<file path="config.mk">
export PLATFORM = sky130hd
export DESIGN_NAME = seq_frame_serializer_flat
export DESIGN_NICKNAME = d
export VERILOG_FILES = /design/src/rtl/seq_frame_serializer_if.sv /design/src/rtl/seq_frame_serializer.sv /design/src/flat_wrapper.sv
export SDC_FILE = /design/constraint.sdc
export NUM_CORES = 1
export LEC_CHECK = 0
export CAP_MARGIN = 15
export CELL_PAD_IN_SITES_DETAIL_PLACEMENT = 0
export CELL_PAD_IN_SITES_GLOBAL_PLACEMENT = 1
export CORE_ASPECT_RATIO = 0.9
export CORE_MARGIN = 5
export CORE_UTILIZATION = 24
export CTS_CLUSTER_SIZE = 20
export DETAILED_ROUTE_END_ITERATION = 10
export PLACE_DENSITY_LB_ADDON = 0.1
export SYNTH_ARGS = -nofsm -noshare
export SYNTH_HDL_FRONTEND = slang
export SYNTH_SLANG_ARGS = --single-unit
</file>
<file path="constraint.sdc">
create_clock -name clk -period 2.68 [get_ports clk]
set_input_delay 0.536 -clock clk [delete_from_list [all_inputs] [get_ports clk]]
set_output_delay 0.536 -clock clk [all_outputs]
set_load 0.02 [all_outputs]
</file>
<file path="src/rtl/seq_frame_serializer_if.sv">
// rtl/seq_frame_serializer_if.sv - payload valid/ready handshake into the frame serializer
interface seq_frame_serializer_if #(
  parameter int unsigned DATA_W = 8
);
  logic [DATA_W-1:0] data_in;
  logic              data_valid;
  logic              data_ready;

  modport master (output data_in, output data_valid, input data_ready);
  modport slave  (input data_in, input data_valid, output data_ready);
endinterface

</file>
<file path="src/rtl/seq_frame_serializer.sv">
// rtl/seq_frame_serializer.sv - preamble + MSB-first payload + idle gap serializer
// Optional trailing even-parity bit when SEQ_FRAME_PARITY_EN is defined.
module seq_frame_serializer #(
  parameter int unsigned DATA_W     = 8,
  parameter logic [7:0]  PREAMBLE   = 8'b0000_1010,
  parameter int unsigned PRE_LEN    = 4,
  parameter int unsigned GAP_CYCLES = 1
) (
  input  logic                   clk,
  input  logic                   rst_n,
  seq_frame_serializer_if.slave  in_if,
  output logic                   x_out_o,
  output logic                   x_valid_o,
  output logic                   busy_o,
  output logic                   frame_done_o
);

  localparam int unsigned MAX_PD  = (PRE_LEN > DATA_W) ? PRE_LEN : DATA_W;
  localparam int unsigned CNT_MAX = (MAX_PD > GAP_CYCLES) ? MAX_PD : GAP_CYCLES;
  localparam int unsigned CNT_W   = (CNT_MAX > 1) ? $clog2(CNT_MAX) : 1;

  localparam logic [CNT_W-1:0] PRE_LAST = CNT_W'(PRE_LEN - 1);
  localparam logic [CNT_W-1:0] PAY_LAST = CNT_W'(DATA_W - 1);
  localparam logic [CNT_W-1:0] GAP_LAST = CNT_W'((GAP_CYCLES > 0) ? GAP_CYCLES - 1 : 0);
  // Preamble left-justified so bit 7 is always the next bit to send.
  localparam logic [7:0]       PRE_ALIGNED = PREAMBLE << (8 - PRE_LEN);

  typedef enum logic [2:0] {
    S_IDLE,
    S_PRE,
    S_PAY,
`ifdef SEQ_FRAME_PARITY_EN
    S_PAR,
`endif
    S_GAP
  } state_t;

  state_t            state_q, state_d;
  logic [CNT_W-1:0]  cnt_q, cnt_d;
  logic [DATA_W-1:0] shift_q, shift_d;
  logic [7:0]        pre_q, pre_d;
  logic              x_out_q, x_out_d;
  logic              x_valid_q, x_valid_d;
  logic              frame_done_q, frame_done_d;
`ifdef SEQ_FRAME_PARITY_EN
  logic              par_q, par_d;
`endif

  always_comb begin
    state_d   = state_q;
    cnt_d     = cnt_q;
    shift_d   = shift_q;
    pre_d     = pre_q;
    x_out_d   = 1'b0;
    x_valid_d = 1'b0;
`ifdef SEQ_FRAME_PARITY_EN
    par_d     = par_q;
`endif
    case (state_q)
      S_IDLE: begin
        if (in_if.data_valid) begin
          state_d   = S_PRE;
          cnt_d     = '0;
          shift_d   = in_if.data_in;
          pre_d     = PRE_ALIGNED << 1;
          x_out_d   = PRE_ALIGNED[7];
          x_valid_d = 1'b1;
`ifdef SEQ_FRAME_PARITY_EN
          par_d     = ^in_if.data_in;
`endif
        end
      end
      S_PRE: begin
        x_valid_d = 1'b1;
        if (cnt_q == PRE_LAST) begin
          state_d = S_PAY;
          cnt_d   = '0;
          x_out_d = shift_q[DATA_W-1];
          shift_d = shift_q << 1;
        end else begin
          cnt_d   = cnt_q + 1'b1;
          x_out_d = pre_q[7];
          pre_d   = pre_q << 1;
        end
      end
      S_PAY: begin
        if (cnt_q == PAY_LAST) begin
          cnt_d = '0;
`ifdef SEQ_FRAME_PARITY_EN
          state_d   = S_PAR;
          x_out_d   = par_q;
          x_valid_d = 1'b1;
`else
          state_d = (GAP_CYCLES == 0) ? S_IDLE : S_GAP;
`endif
        end else begin
          cnt_d     = cnt_q + 1'b1;
          x_valid_d = 1'b1;
          x_out_d   = shift_q[DATA_W-1];
          shift_d   = shift_q << 1;
        end
      end
`ifdef SEQ_FRAME_PARITY_EN
      S_PAR: begin
        cnt_d   = '0;
        state_d = (GAP_CYCLES == 0) ? S_IDLE : S_GAP;
      end
`endif
      S_GAP: begin
        if (cnt_q == GAP_LAST) begin
          state_d = S_IDLE;
          cnt_d   = '0;
        end else begin
          cnt_d = cnt_q + 1'b1;
        end
      end
      default: state_d = S_IDLE;
    endcase
    // frame_done is registered, so it is decided from the bit about to be shown.
`ifdef SEQ_FRAME_PARITY_EN
    frame_done_d = (state_d == S_PAR);
`else
    frame_done_d = (state_d == S_PAY) && (cnt_d == PAY_LAST);
`endif
  end

  always_ff @(posedge clk or negedge rst_n) begin
    if (!rst_n) begin
      state_q      <= S_IDLE;
      cnt_q        <= '0;
      shift_q      <= '0;
      pre_q        <= '0;
      x_out_q      <= 1'b0;
      x_valid_q    <= 1'b0;
      frame_done_q <= 1'b0;
`ifdef SEQ_FRAME_PARITY_EN
      par_q        <= 1'b0;
`endif
    end else begin
      state_q      <= state_d;
      cnt_q        <= cnt_d;
      shift_q      <= shift_d;
      pre_q        <= pre_d;
      x_out_q      <= x_out_d;
      x_valid_q    <= x_valid_d;
      frame_done_q <= frame_done_d;
`ifdef SEQ_FRAME_PARITY_EN
      par_q        <= par_d;
`endif
    end
  end

  assign in_if.data_ready = (state_q == S_IDLE);
  assign busy_o           = (state_q != S_IDLE);
  assign x_out_o          = x_out_q;
  assign x_valid_o        = x_valid_q;
  assign frame_done_o     = frame_done_q;

endmodule

</file>
<file path="src/flat_wrapper.sv">
// flat-port wrapper written by rule: the top's interface ports become plain ports
module seq_frame_serializer_flat 
#(
  parameter int unsigned DATA_W     = 8,
  parameter logic [7:0]  PREAMBLE   = 8'b0000_1010,
  parameter int unsigned PRE_LEN    = 4,
  parameter int unsigned GAP_CYCLES = 1
)
  (clk, rst_n, x_out_o, x_valid_o, busy_o, frame_done_o, in_if_data_in, in_if_data_valid, in_if_data_ready);
  seq_frame_serializer_if #(.DATA_W(DATA_W)) in_if_i ();
  input  logic clk;
  input  logic rst_n;
  output logic x_out_o;
  output logic x_valid_o;
  output logic busy_o;
  output logic frame_done_o;
  input wire logic [$bits(in_if_i.data_in)-1:0] in_if_data_in;
  input wire logic [$bits(in_if_i.data_valid)-1:0] in_if_data_valid;
  output wire logic [$bits(in_if_i.data_ready)-1:0] in_if_data_ready;
  assign in_if_i.data_in = in_if_data_in;
  assign in_if_i.data_valid = in_if_data_valid;
  assign in_if_data_ready = in_if_i.data_ready;
  seq_frame_serializer #(.DATA_W(DATA_W), .PREAMBLE(PREAMBLE), .PRE_LEN(PRE_LEN), .GAP_CYCLES(GAP_CYCLES)) u_core (.clk(clk), .rst_n(rst_n), .in_if(in_if_i), .x_out_o(x_out_o), .x_valid_o(x_valid_o), .busy_o(busy_o), .frame_done_o(frame_done_o));
endmodule
</file>
# Word level (Yosys, flattened, before mapping)
# Cells that the tools add are included.
word_totals:
  regBits: 25
  inputBits: 11
  output_inout_bits: 5
  elab_cells: 50
classes:
  add_sub_neg: 1
  eq_ne: 11
  mux: 23
  reduce_logical: 8
op_table:
  columns: ["op", "count"]
  rows:
  - ["8-bit two-way mux", 5]
  - ["3-bit two-way mux", 8]
  - ["3-bit case mux with 4 select lines", 2]
  - ["8-bit case mux with 3 select lines", 1]
  - ["8-bit case mux with 2 select lines", 1]
  - ["3-bit by 2-bit == test with 1-bit output, second input constant", 4]
  - ["3-bit == test, second input constant", 2]
  - ["3-bit zero test", 2]
  - ["2-bit != test, second input constant", 3]
  - ["1-bit case mux with 3 select lines", 2]
  - ["3-bit nonzero test", 2]
  - ["1-bit two-way mux", 4]
  - ["4-bit AND reduction", 1]
  - ["3-bit by 1-bit adder with 3-bit output, second input constant", 1]
  - ["3-bit by 1-bit == test with 1-bit output, second input constant", 1]
  - ["3-bit AND reduction", 1]
  - ["2-bit by 1-bit != test with 1-bit output, second input constant", 1]
  - ["2-bit nonzero test", 1]
  - ["1-bit logical AND", 1]

# Depth between registers and ports, before layout
depth:
  word_depth: 5
  depth_mapped: 7

# Worst setup path after synthesis
# OpenSTA, ideal clock, no wires.
synth_path:
  kind: "register to output"
  start: "register u_core.state_q[2]"
  end: "output port busy_o"
  arrival_time_ps: 1449
  t_required_ps: 2144
  path_slack_ps: 695
  path_stages_with_launch: 4
  cell_sequence: "dfrtp_1 > clkbuf_1 > nor3_1 > inv_1"
synth_via:
  elab_chain_len: 1
synth_lines:
  columns: ["item", "line_no", "rtl"]
  rows:
  - ["start, declared", "seq_frame_serializer.sv:38", "state_t state_q, state_d;"]
  - ["start signal, assigned", "seq_frame_serializer.sv:140", "state_q <= state_d;"]
  - ["3-bit nonzero test", "seq_frame_serializer.sv:154", "assign busy_o = (state_q != S_IDLE);"]
  - ["end, declared", "flat_wrapper.sv:15", "output logic busy_o;"]
# Every way passes these cells.

# Worst setup path after layout
layout_path:
  start: "register u_core.state_q[1]"
  end: "output port in_if_data_ready"
layout_via:
  elab_chain_len: 1
layout_lines:
  columns: ["item", "line_no", "rtl"]
  rows:
  - ["3-bit zero test", "seq_frame_serializer.sv:153", "assign in_if.data_ready = (state_q == S_IDLE);"]
  - ["end, declared", "flat_wrapper.sv:19", "output wire logic [$bits(in_if_i.data_ready)-1:0] in_if_data_ready;"]
# Every way passes these cells.

==> key figures <==
Route
  – Routed Antenna Nets: 0
  – Routed len/inst: 12.4 um
  – DR iter-0 viols: 16
  – Vias per std cell: 4.17
  – Drt drc: 0
  – Final wirelength: 2160 um
  – Drt pass-1 iters: 4
  – Vias: 729

Worst hold path
  – Hold Path Class: flop to flop
  – Hold depth: 2
  – Hold endpoint: u_core.x_out_o
  – Hold wc startpoint: u_core.shift_q[7]

Clock network
  – Post-CTS Setup Inserts: 0
  – CTS max path bufs: 2
  – CTS root buf: clkbuf_8
  – H-Tree Level Count: 1
  – Hold_buf cts: 0
  – Num CTS Buffers: 3
  – Clock Latency Late Sink: 0.26 ns
  – Reg clk slew, reported paths: 0.08 ns
  – Sink Count: 19
  – CTS tree: built
  – Post-cts sizing count: 0

Power
  – PwrDens: 552 nW/um^2
  – Int Power: 540 uW
  – Max VDD drop: 222 uV
  – Static leakage: 0.000585 uW
  – Share of power burned in registers: 0.492
  – Comb pwr share: 0.226
  – Sw Pwr: 199 uW
  – Sw Share: 0.269
  – Clock network fraction of total power: 0.281

Floorplanning
  – Die area: 5850 sq um
  – Die H: 73.0 um
  – Io pins: 16
  – Rows: 23
  – CORE AREA: 4370 sq um
  – Initial Util: 0.242
  – Die X: 80.0 um

GRT
  – Global route overflow: 0
  – Vias in the first global route: 738
  – First-pass GRT wire length: 3580 um
  – Initial antenna violation count: 0
  – Global Route Usage Sum: 0.0798
  – Largest net degree at the start of global routing: 20

Yosys
  – Post-synth EDFFs: 0
  – Sequential share of the synthesized area: 0.449
  – Ys Warns: 0
  – Yosys reg bits: 19
  – Netlist cell types: 32
  – Post-Syn Instances: 94
  – Post-synth top area share: 0.449
  – Yosys top cell by area: dfrtp_1
  – Ys async rst share: 1.00
  – Syn_nets: 110
  – Top post-synthesis cells by area: dfrtp_1, mux2_4, mux2_1, ha_1, inv_1
  – Syn avg cell area: 11.3 sq um
  – Cell Area, Synth: 1060 sq um
  – Count leader, synth: dfrtp_1
  – Top cells by count, synth: dfrtp_1, inv_1, mux2_4
  – Main synth FF type: dfrtp_1

Critical path
  – Largest fanout on the critical path: 9
  – R2R cell count: 6
  – CP required: 2.14 ns
  – Reg2reg start: u_core.cnt_q[0]
  – Kind of critical path: flop to primary output
  – CP startpoint kind: flop
  – Crit path DAT: 1.76 ns
  – Worst R2R Setup Slack: 0.48 ns
  – Crit. End Element: primary output
  – Reg-to-reg critical path endpoint: u_core.shift_q[0]

Layout
  – ANT cells: 0
  – Final nets: 130
  – Syn-to-layout area delta: 26.3%
  – Layout Utilization: 0.306
  – Post-route design area: 1340 sq um
  – Layout cell share with drive strength beyond 1: 0.168

Placed design
  – DP HPWL: 1540 um
  – Dpl cell area: 1290 sq um
  – Number of port buffers: 15
  – GPL Wtd Cong: 0.725

Timing
  – Tightest Pin Transition: 0.544 ns
  – Fin crit share: 0.859
  – RSZ-0062 raised after global routing: no
  – Setup Skew: 0.00417 ns
  – Setup violators final: 0
  – Setup TNS: 0 ns
  – Final Critical Period: 2.30 ns
  – Fmax: 435 MHz
  – Worst slew margin relative to its limit: 0.637
  – Slew Viols, Final: 0
  – Final Hold Viols: 0

Job
  – Max cap viols: 0

Outcome
  – Outcome: finished, final reports clean
[sequential cells by signal, summed over array words and instances, names as in the netlist]
register and count:
u_core.shift_q 8, u_core.cnt_q 3, u_core.state_q 3, u_core.pre_q 2, u_core.frame_done_o 1, u_core.x_out_o 1, u_core.x_valid_o 1
[logic make-up after synthesis]
family	synth area share
buf+inv	0.0519
mux	0.207
flops	0.449
simple gates	0.120
compound gates	0.102
xor+xnor	0.00827
fa+ha+maj	0.0590
other cells	0.00354
[worst max path at each step]
| stage | from | to | slack, ns |
|---|---|---|---|
| after floorplan | u_core.state_q[2] | busy_o | 0.70 |
| after global placement | in_if_data_valid | u_core.shift_q[7] | 0.42 |
| after detailed placement | in_if_data_valid | u_core.shift_q[0] | 0.43 |
| after CTS | u_core.state_q[1] | in_if_data_ready | 0.35 |
| after global routing | u_core.state_q[1] | in_if_data_ready | 0.27 |
| final | u_core.state_q[1] | in_if_data_ready | 0.38 |
[power by group through the flow]
stage               logic [uW]  clock network [uW]  registers, uW
global placement           169                   0            370
floorplan                  116                   0            367
CTS                        171                 219            364
global route               186                 227            370
detailed placement         169                   0            370
finish                     167                 208            364
[per-stage QoR]
| stage | std cells | total power (uW) | worst slack (ns) | hold WS (ns) |
|---|---|---|---|---|
| global route | 175 | 784 | 0.268 | 0.525 |
| floorplan | 94 | 482 | 0.695 | 0.240 |
| global placement | 171 | 539 | 0.415 | 0.469 |
| detailed placement | 171 | 539 | 0.433 | 0.481 |
| CTS | 175 | 754 | 0.346 | 0.500 |
| finish | 175 | 739 | 0.379 | 0.498 |
[metal layers]
metal  vias to the layer above  wire, um  track usage  share of wire
met2                         8       977        0.124           0.45
li1                        361         -            -              -
met1                       358      1080        0.106           0.50
met3                         2        89       0.0309          0.041
met5                         -         0            0              0
met4                         0        13       0.0169         0.0060
[worst max-delay path: stages, from the launching register on]
cell,delay [ns]
dfrtp_1,0.48
nor3_1,0.35
clkdlybuf4s50_1,0.67
[layout make-up]
class,instances,area (sq um)
Fill cell,469,3040
Multi-Input combinational cell,63,529
Sequential cell,19,475
Timing Repair Buffer,19,180
Tap cell,62,77.6
Clock buffer,3,41.3
Inverter,8,30.0
Clock inverter,1,5.00
[cell usage in the layout, fill, tap and decap left out, types with 2 or more instances in the layout]
cell type        Yosys  layout
mux2_1               7       7
nor3_1               2       2
mux2_4               8       8
nand2b_1             3       3
nand3b_1             2       2
ha_1                 5       5
nor2_1               2       2
nand2_1              7       7
clkdlybuf4s50_1      0      15
mux2i_1              2       2
o21ai_0              5       5
a21oi_1              3       3
o21ai_1              2       2
buf_4                0       4
dfrtp_1             19      19
inv_1                8       8
clkbuf_8             0       3
No activity file was read; power rests on OpenSTA's default activity.
